[src/rtl/fast2slow_pkg.sv]
// fast2slow_pkg: shared state encoding and default parameters for the fast-to-slow pulse link
package fast2slow_pkg;
  typedef enum logic [1:0] {IDLE, REQ, WAIT_LOW} f2s_state_e;
  localparam int DEF_SYNC_STAGES = 2;
  localparam int DEF_CNT_W = 4;
  localparam int DEF_TIMEOUT = 0;
endpackage

[src/rtl/fast2slow_pulse_tx_sync_bit.sv]
// sync_bit: N-stage single-bit synchronizer with synchronous reset
module sync_bit #(
  parameter int N = 2
) (
  input  logic clk_i,
  input  logic rst_i,
  input  logic d_i,
  output logic q_o
);
  logic [N-1:0] sync_q;
  // shift the asynchronous input through N flops
  always_ff @(posedge clk_i)
    sync_q <= rst_i ? '0 : {sync_q[N-2:0], d_i};
  assign q_o = sync_q[N-1];
endmodule

[src/rtl/fast2slow_pulse_tx.sv]
// fast2slow_pulse_tx: queues fast-domain event pulses and sends each one over a four-phase req/ack handshake
module fast2slow_pulse_tx
  import fast2slow_pkg::*;
#(
  parameter int SYNC_STAGES = DEF_SYNC_STAGES,
  parameter int CNT_W = DEF_CNT_W,
  parameter int TIMEOUT = DEF_TIMEOUT
) (
  input  logic             fclk,
  input  logic             reset,
  input  logic             f_pulse,
  input  logic             s_ack,
  input  logic             err_clr,
  output logic             s_req,
  output logic             busy,
  output logic             done,
  output logic [CNT_W-1:0] pending,
  output logic             overflow,
  output logic             timeout_err
);
  localparam logic [CNT_W-1:0] CNT_MAX = '1;
  localparam int TW = TIMEOUT > 0 ? $clog2(TIMEOUT + 1) : 1;
  f2s_state_e state_q, state_d;
  logic [CNT_W-1:0] pending_q, pending_d;
  logic [TW-1:0] tcnt_q, tcnt_d;
  logic ack_s, launch, from_q, queue, drop, tick, tmo_set;
  logic s_req_q, busy_q, done_q, ovf_q, tmo_q;
  sync_bit #(.N(SYNC_STAGES)) u_ack_sync (
    .clk_i(fclk),
    .rst_i(reset),
    .d_i  (s_ack),
    .q_o  (ack_s)
  );
  // launch decision, queue bookkeeping and handshake watchdog; launch waits for ack_s low so a stale ack after reset is never mistaken for a reply
  always_comb begin
    launch = state_q == IDLE && !ack_s && (f_pulse || pending_q != '0);
    state_d = launch ? REQ :
              (state_q == REQ && ack_s) ? WAIT_LOW :
              (state_q == WAIT_LOW && !ack_s) ? IDLE : state_q;
    from_q = launch && pending_q != '0;
    queue = f_pulse && !launch;
    drop = queue && pending_q == CNT_MAX;
    pending_d = (from_q && !f_pulse) ? pending_q - CNT_W'(1) :
                (queue && !drop) ? pending_q + CNT_W'(1) : pending_q;
    tick = state_q != IDLE && state_d == state_q;
    tcnt_d = !tick ? '0 : tcnt_q == TW'(TIMEOUT) ? tcnt_q : tcnt_q + TW'(1);
    tmo_set = TIMEOUT != 0 && tick && tcnt_q == TW'(TIMEOUT - 1);
  end
  // state, registered outputs and sticky error flags; a set in the same cycle as err_clr wins
  always_ff @(posedge fclk) begin
    if (reset) begin
      state_q   <= IDLE;
      pending_q <= '0;
      tcnt_q    <= '0;
      s_req_q   <= 1'b0;
      busy_q    <= 1'b0;
      done_q    <= 1'b0;
      ovf_q     <= 1'b0;
      tmo_q     <= 1'b0;
    end else begin
      state_q   <= state_d;
      pending_q <= pending_d;
      tcnt_q    <= tcnt_d;
      s_req_q   <= state_d == REQ;
      busy_q    <= state_d != IDLE;
      done_q    <= state_q == WAIT_LOW && state_d == IDLE;
      ovf_q     <= drop || (ovf_q && !err_clr);
      tmo_q     <= tmo_set || (tmo_q && !err_clr);
    end
  end
  assign s_req = s_req_q;
  assign busy = busy_q;
  assign done = done_q;
  assign pending = pending_q;
  assign overflow = ovf_q;
  assign timeout_err = tmo_q;
endmodule
[config.mk]
export PLATFORM = sky130hd
export DESIGN_NAME = fast2slow_pulse_tx
export DESIGN_NICKNAME = d
export VERILOG_FILES = /design/src/rtl/fast2slow_pkg.sv /design/src/rtl/fast2slow_pulse_tx_sync_bit.sv /design/src/rtl/fast2slow_pulse_tx.sv
export SDC_FILE = /design/constraint.sdc
export NUM_CORES = 1
export LEC_CHECK = 0
export ABC_AREA = 1
export CAP_MARGIN = 30
export CORE_ASPECT_RATIO = 1.25
export CORE_MARGIN = 2
export CORE_UTILIZATION = 30
export CTS_CLUSTER_DIAMETER = 30
export CTS_CLUSTER_SIZE = 20
export DETAILED_ROUTE_END_ITERATION = 10
export GPL_TIMING_DRIVEN = 0
export PLACE_DENSITY_LB_ADDON = 0.1
export SETUP_SLACK_MARGIN = 0.3
export SLEW_MARGIN = 30
export SYNTH_ARGS = -nofsm -noshare
export SYNTH_HDL_FRONTEND = slang
export SYNTH_SLANG_ARGS = --single-unit
[constraint.sdc]
create_clock -name fclk -period 2.3 [get_ports fclk]
set_input_delay 0.69 -clock fclk [delete_from_list [all_inputs] [get_ports fclk]]
set_output_delay 0.69 -clock fclk [all_outputs]
set_load 0.01 [all_outputs]
==> results of run 1 <==
[cell families after synthesis]
group                      Yosys count
xor gates and xnor gates             1
DFF                                 13
and+or+nand+nor                     36
AOI/OAI and AO/OA                   10
adders and majority gates            3
buffers and inverters               15
[metrics by stage]
step                      setup WS, ns  util [%]  setup TNS [ns]  hold WS, ns
after floorplan                 0.4786         -               0       0.3883
after global placement         -0.1132     40.62         -0.1132       0.3907
after detailed placement       -0.1216     40.62         -0.1216       0.4019
after CTS                       0.2993     43.11               0       0.4145
after global routing            0.3070     43.25               0       0.4481
final                           0.3664     43.25               0       0.4104
[final timing paths]
| kind | startpoint | end | slack (ns) |
|---|---|---|---|
| min | u_ack_sync.sync_q[0] | u_ack_sync.sync_q[1] | 0.41 |
| max reg2reg | pending[1] | pending[3] | 0.55 |
| min reg2reg | u_ack_sync.sync_q[0] | u_ack_sync.sync_q[1] | 0.41 |
| max | pending[3] | pending[3] | 0.37 |
[final cells by class]
cell class	count	area (µm²)	area share [%]
tap	19	23.77	3.040
clock buffer	4	26.28	3.360
buffer	1	3.754	0.4800
multi-input combinational	50	294.0	37.60
timing repair buffer	12	118.9	15.20
sequential	13	262.8	33.60
inverter	14	52.55	6.720
[synth_stat cells]
master / count / share of area (%)
dfxtp_1: 13 / 44
nand2_1: 13 / 8.3
inv_1: 12 / 7.6
nor2_1: 12 / 7.6
nand3_1: 5 / 4.2
o21ai_0: 3 / 2.5
o21ai_1: 3 / 2.5
a21oi_1: 2 / 1.7
a21oi_2: 2 / 3.0
ha_1: 2 / 4.2
inv_2: 2 / 1.3
nand4_1: 2 / 2.1
clkbuf_1: 1 / 0.63
fa_1: 1 / 3.4
nand2_2: 1 / 1.1
nand3_2: 1 / 1.7
nor3_1: 1 / 0.85
nor3_2: 1 / 1.7
xnor2_1: 1 / 1.5
[metal layers]
layer / global-route usage, % / vias up / wire (µm)
li1: - / 278 / -
met1: 13.52 / 240 / 530
met2: 16.18 / 14 / 508
met3: 2.013 / 2 / 55
met4: 7.576 / 0 / 12
met5: 0 / - / 0
[power groups by stage]
stage	combinational (mW)	clock [mW]	sequential, mW
after floorplan	0.166	0	0.314
after global placement	0.273	0	0.305
after detailed placement	0.277	0	0.305
after CTS	0.300	0.148	0.303
after global routing	0.332	0.156	0.311
final	0.294	0.138	0.305
[registers in the layout, summed over array words and instances, names as in the netlist]
register,cells
state_q,2
pending,4
timeout_err,1
done,1
overflow,1
busy,1
u_ack_sync.sync_q,2
s_req,1
[timing repair]
action                                  CTS  global route
endpoints found under the hold margin     0             0
cloned                                    0             0
endpoints found under the setup margin    1             2
pin swaps                                 1             0
gates resized for setup                   5             2
==> impl_metrics.tcl, run 1 <==
set metrics [dict create \
    status "complete, no violations" \
    p_total_uw 737.7 \
    global_route.usage.total_pct 10.68 \
    final_nets 103 \
    grt_pass1_vias 455 \
    start_kind "flip-flop" \
    max_clock_freq_ghz 0.5172 \
    insertion_delay_ns 0.27 \
    finalCriticalPeriod_ns 1.934 \
    crit_path_end_kind "primary output" \
    yosys.area_share.simple_pct 27.54 \
    dp_hpwl_um 865.9 \
    combPwrFrac_pct 39.9 \
    synth_compound_area_share_pct 9.746 \
    place_congestion 0.7685 \
    min_path_type "flip-flop to flip-flop" \
    drive_gt1_share_pct 15.96 \
    clkPwrFrac_pct 18.7 \
    initial_core_util_pct 32.66 \
    hold_viol 0 \
    worst-path-stages 1 \
    drtPass1Iterations 4 \
    switching_share_pct 35.97 \
    tightestPinTransition_ns 0.3254 \
    core_um2 1808 \
    powerDensity_nw_per_um2 943.3 \
    routed_wl_mm 1.107 \
    slew_headroom_pct 78.30 \
    clk_pin_slew_ns 0.07 \
    worstPathCellList "clkdlybuf4s50_1" \
    dieWidth_um 43.69 \
    stdcell_area_um2 782.0 \
    ios 14 \
    die_h_um 53.61 \
    crit_buf_inv 1 \
    cts_tree "built" \
    intPower_uw 472.3 \
    final_cell_mix "nand2_1 (13), nor2_1 (12), dfxtp_1 (11), clkdlybuf4s50_1 (11), inv_1 (10)" \
    n_antenna_cell 0 \
    finalClockSkew_ns 0.001813 \
    grt_pass1_wl_mm 1.835 \
    placed_area_um2 734.5 \
    die_area_um2 2342 \
    via_count 534 \
    overflow 0 \
    cts.path.max_buffers 2 \
    fillerInstances 203 \
    grt_start_max_net_pins 9 \
    drtAntennaViolNets 0 \
    worst_path_max_delay_cell "clkdlybuf4s50_1" \
    numCtsBuffers 3 \
    htreeDepth 1 \
    r2r_cells 11 \
    synth_fa_ha_area_share_pct 7.627 \
    netlist_instances 78 \
    final-instance-count-excl-fill 113 \
    dp_cells 109 \
    syn_avg_cell_area_um2 7.571 \
    max_stage_delay_ns 0.56 \
    power_frac_seq_pct 41.4 \
    synthMuxAreaShare_pct 0 \
    worstHoldPathCells 2 \
    rsz0062_at_grt "no" \
    synth_top_family_by_area "simple AND/OR/NAND/NOR gates" \
    crit_family "buffers and inverters" \
    final_common_cell "nand2_1" \
    cp_max_fo 5 \
    syn2layout_area_growth_pct 32.42 \
    avgRoutedWirePerCell_um 9.796 \
    arrival_ns 1.24 \
    p_switching_uw 265.3 \
    synth_seq_cells 13 \
    cts_hold_buf 0 \
    ir_drop_v 0.0004426 \
    clock-sinks 13 \
    synth_xor_area_share_pct 1.483 \
    io_buffers 12 \
    leakagePower_nw 0.3391 \
    path_class "flip-flop to primary output" \
    drv_slew 0 \
    yosysSeqAreaShare_pct 44.07 \
    syn_nets 86 \
    synth_area_um2 590.6 \
    post_cts_buffers 0 \
    fin_crit_sh_pct 84.07 \
    rows 17 \
    viasPerCell 4.726 \
    synth_cell_types 19 \
    remaining_drc_errors 0 \
    dr.first_iter.drc_count 10 \
    root_buffer "clkbuf_4" \
    cp_data_required_time_ns 1.61 \
    antenna_found_initial 0 \
    maxCapViolations 0 \
    ys_warn_count 0 \
    setup_viol 0 \
]
Power figures use the tool's default switching activity.
==> run 2, diff against run 1 <==
==> constraint.sdc (replaced) <==
create_clock -name fclk -period 1.6 [get_ports fclk]
set_input_delay 0.48 -clock fclk [delete_from_list [all_inputs] [get_ports fclk]]
set_output_delay 0.48 -clock fclk [all_outputs]
set_load 0.01 [all_outputs]
==> impl_metrics.tcl, run 2 (same netlist as run 1, synthesis figures left out) <==
set metrics [dict create \
    overflow 0 \
    min_path_type "flip-flop to flip-flop" \
    violations "setup timing" \
    status "finished, violations left" \
    numCtsBuffers 3 \
    worst_path_max_delay_cell "fa_2" \
    insertion_delay_ns 0.27 \
    finalCriticalPeriod_ns 1.608 \
    crit_start "state_q[1]" \
    n_antenna_cell 0 \
    gr-usage-met3_pct 2.013 \
    grt_pass1_vias 520 \
    slew_headroom_pct 78.55 \
    placed_area_um2 817.0 \
    syn2layout_area_growth_pct 63.77 \
    grt_start_max_net_pins 9 \
    dr.first_iter.drc_count 5 \
    maxCapViolations 0 \
    remaining_drc_errors 0 \
    setup_viol 1 \
    max_clock_freq_ghz 0.6220 \
    final_nets 117 \
    hold_viol 0 \
    r2r-start "state_q[1]" \
    viasPerCell 4.449 \
    htreeDepth 1 \
    drtAntennaViolNets 0 \
    place_congestion 0.6774 \
    antenna_found_initial 0 \
    fin_crit_sh_pct 100.5 \
    setup_slack_ns -0.007748 \
    fin_util_pct 53.49 \
    arrival_ns 1.78 \
    leakagePower_nw 0.4484 \
    r2r_setup_slack_ns -0.008 \
    dieWidth_um 43.69 \
    worstPathCellList "nor3_4 -> nand3_4 -> buf_4 -> fa_2 -> nand2_1 -> nand2_1 -> a21oi_2" \
    final_common_cell "nand2_1" \
    cts.path.max_buffers 2 \
    stdcell_area_um2 967.2 \
    hold_ws_ns 0.3997 \
    rows 17 \
    grtUsageMet1_pct 16.22 \
    ios 14 \
    die_area_um2 2342 \
    initial_core_util_pct 32.66 \
    routed_wl_mm 1.319 \
    largest_reg_flops 4 \
    global_route.usage.total_pct 12.86 \
    die_h_um 53.61 \
    fillerInstances 197 \
    crit_path_frequent_cell "nand2_1" \
    cts_tree "built" \
    start_kind "flip-flop" \
    powerDensity_nw_per_um2 1394 \
    drtPass1Iterations 2 \
    clk_pin_slew_ns 0.08 \
    root_buffer "clkbuf_4" \
    avgRoutedWirePerCell_um 10.39 \
    core_um2 1808 \
    grt_use_met2_pct 19.85 \
    tightestPinTransition_ns 0.3217 \
    crit_path_end_kind "flip-flop" \
    via_count 565 \
    grt_pass1_wl_mm 2.145 \
    path_class "flip-flop to flip-flop" \
    io_buffers 12 \
    max_stage_delay_ns 0.51 \
    setup_tns_ns -0.007748 \
    clock-sinks 13 \
    drv_slew 0 \
    p_total_mw 1.348 \
    dp_hpwl_um 914.7 \
    final_cell_mix "nand2_1 (12), buf_4 (11), nor2_1 (10)" \
    min_from "u_ack_sync.sync_q[0]" \
    top_usage_layer "met2" \
    drive_gt1_share_pct 50.93 \
    cp_data_required_time_ns 1.77 \
    cp_max_fo 3 \
    rsz0062_at_grt "yes" \
    finalClockSkew_ns 0.0009580 \
    ir_drop_v 0.0007052 \
]
-- run 2: changes by cell type in the layout (fill, tap and decap cells not counted), sizes merged --
cell / previous run / this run
clkdlybuf4s50: 11 / 2
buf: 0 / 23
-- run 2: layout make-up --
cell class	count	area (µm²)	area share (%)
Clock buffer	4	26.28	2.717
Timing Repair Buffer	26	215.2	22.25
Buffer	1	3.754	0.3881
Tap cell	19	23.77	2.458
Multi-Input combinational cell	50	354.1	36.61
Sequential cell	13	284.0	29.37
Inverter	14	60.06	6.210
-- run 2: power by group --
| part | total [mW] | internal (mW) | switching [mW] |
|---|---|---|---|
| Sequential | 0.449 | 0.396 | 0.0538 |
| Clock | 0.204 | 0.0966 | 0.107 |
| Combinational | 0.695 | 0.368 | 0.327 |
| Total | 1.35 | 0.860 | 0.487 |
-- run 2: per-stage QoR --
step	setup WS, ns	instances
2_1_floorplan	0.06647	78
3_3_place_gp	-0.4709	109
3_5_place_dp	-0.4751	109
4_1_cts	0.02214	122
5_1_grt	-0.06030	127
6_report	-0.007748	127
-- run 2: critical path, delay by kind of cell, from the launching register on --
family / cells / cell delay [ns]
fa+ha+maj: 1 / 0.51
simple gates: 4 / 0.45
flops: 1 / 0.36
buf+inv: 1 / 0.16
compound gates: 1 / 0.03
-- run 2: repair_timing --
item                       in CTS  in global routing
buffers inserted                9                  5
hold buffers                    0                  0
pin swaps                       9                  6
setup endpoints to repair      13                 11
resized for setup              50                  7
-- run 2: worst paths after layout --
kind / end / depth (start not counted)
setup / recovery: pending[1] / 7
hold / removal: u_ack_sync.sync_q[1] / 2
setup reg to reg: pending[1] / 7
hold reg to reg: u_ack_sync.sync_q[1] / 2
-- run 2: routing by layer --
layer | up-vias | share of wire (%)
met2 | 11 | 49
met5 | - | 0
li1 | 306 | -
met4 | 0 | 1.1
met3 | 2 | 3.3
met1 | 246 | 47
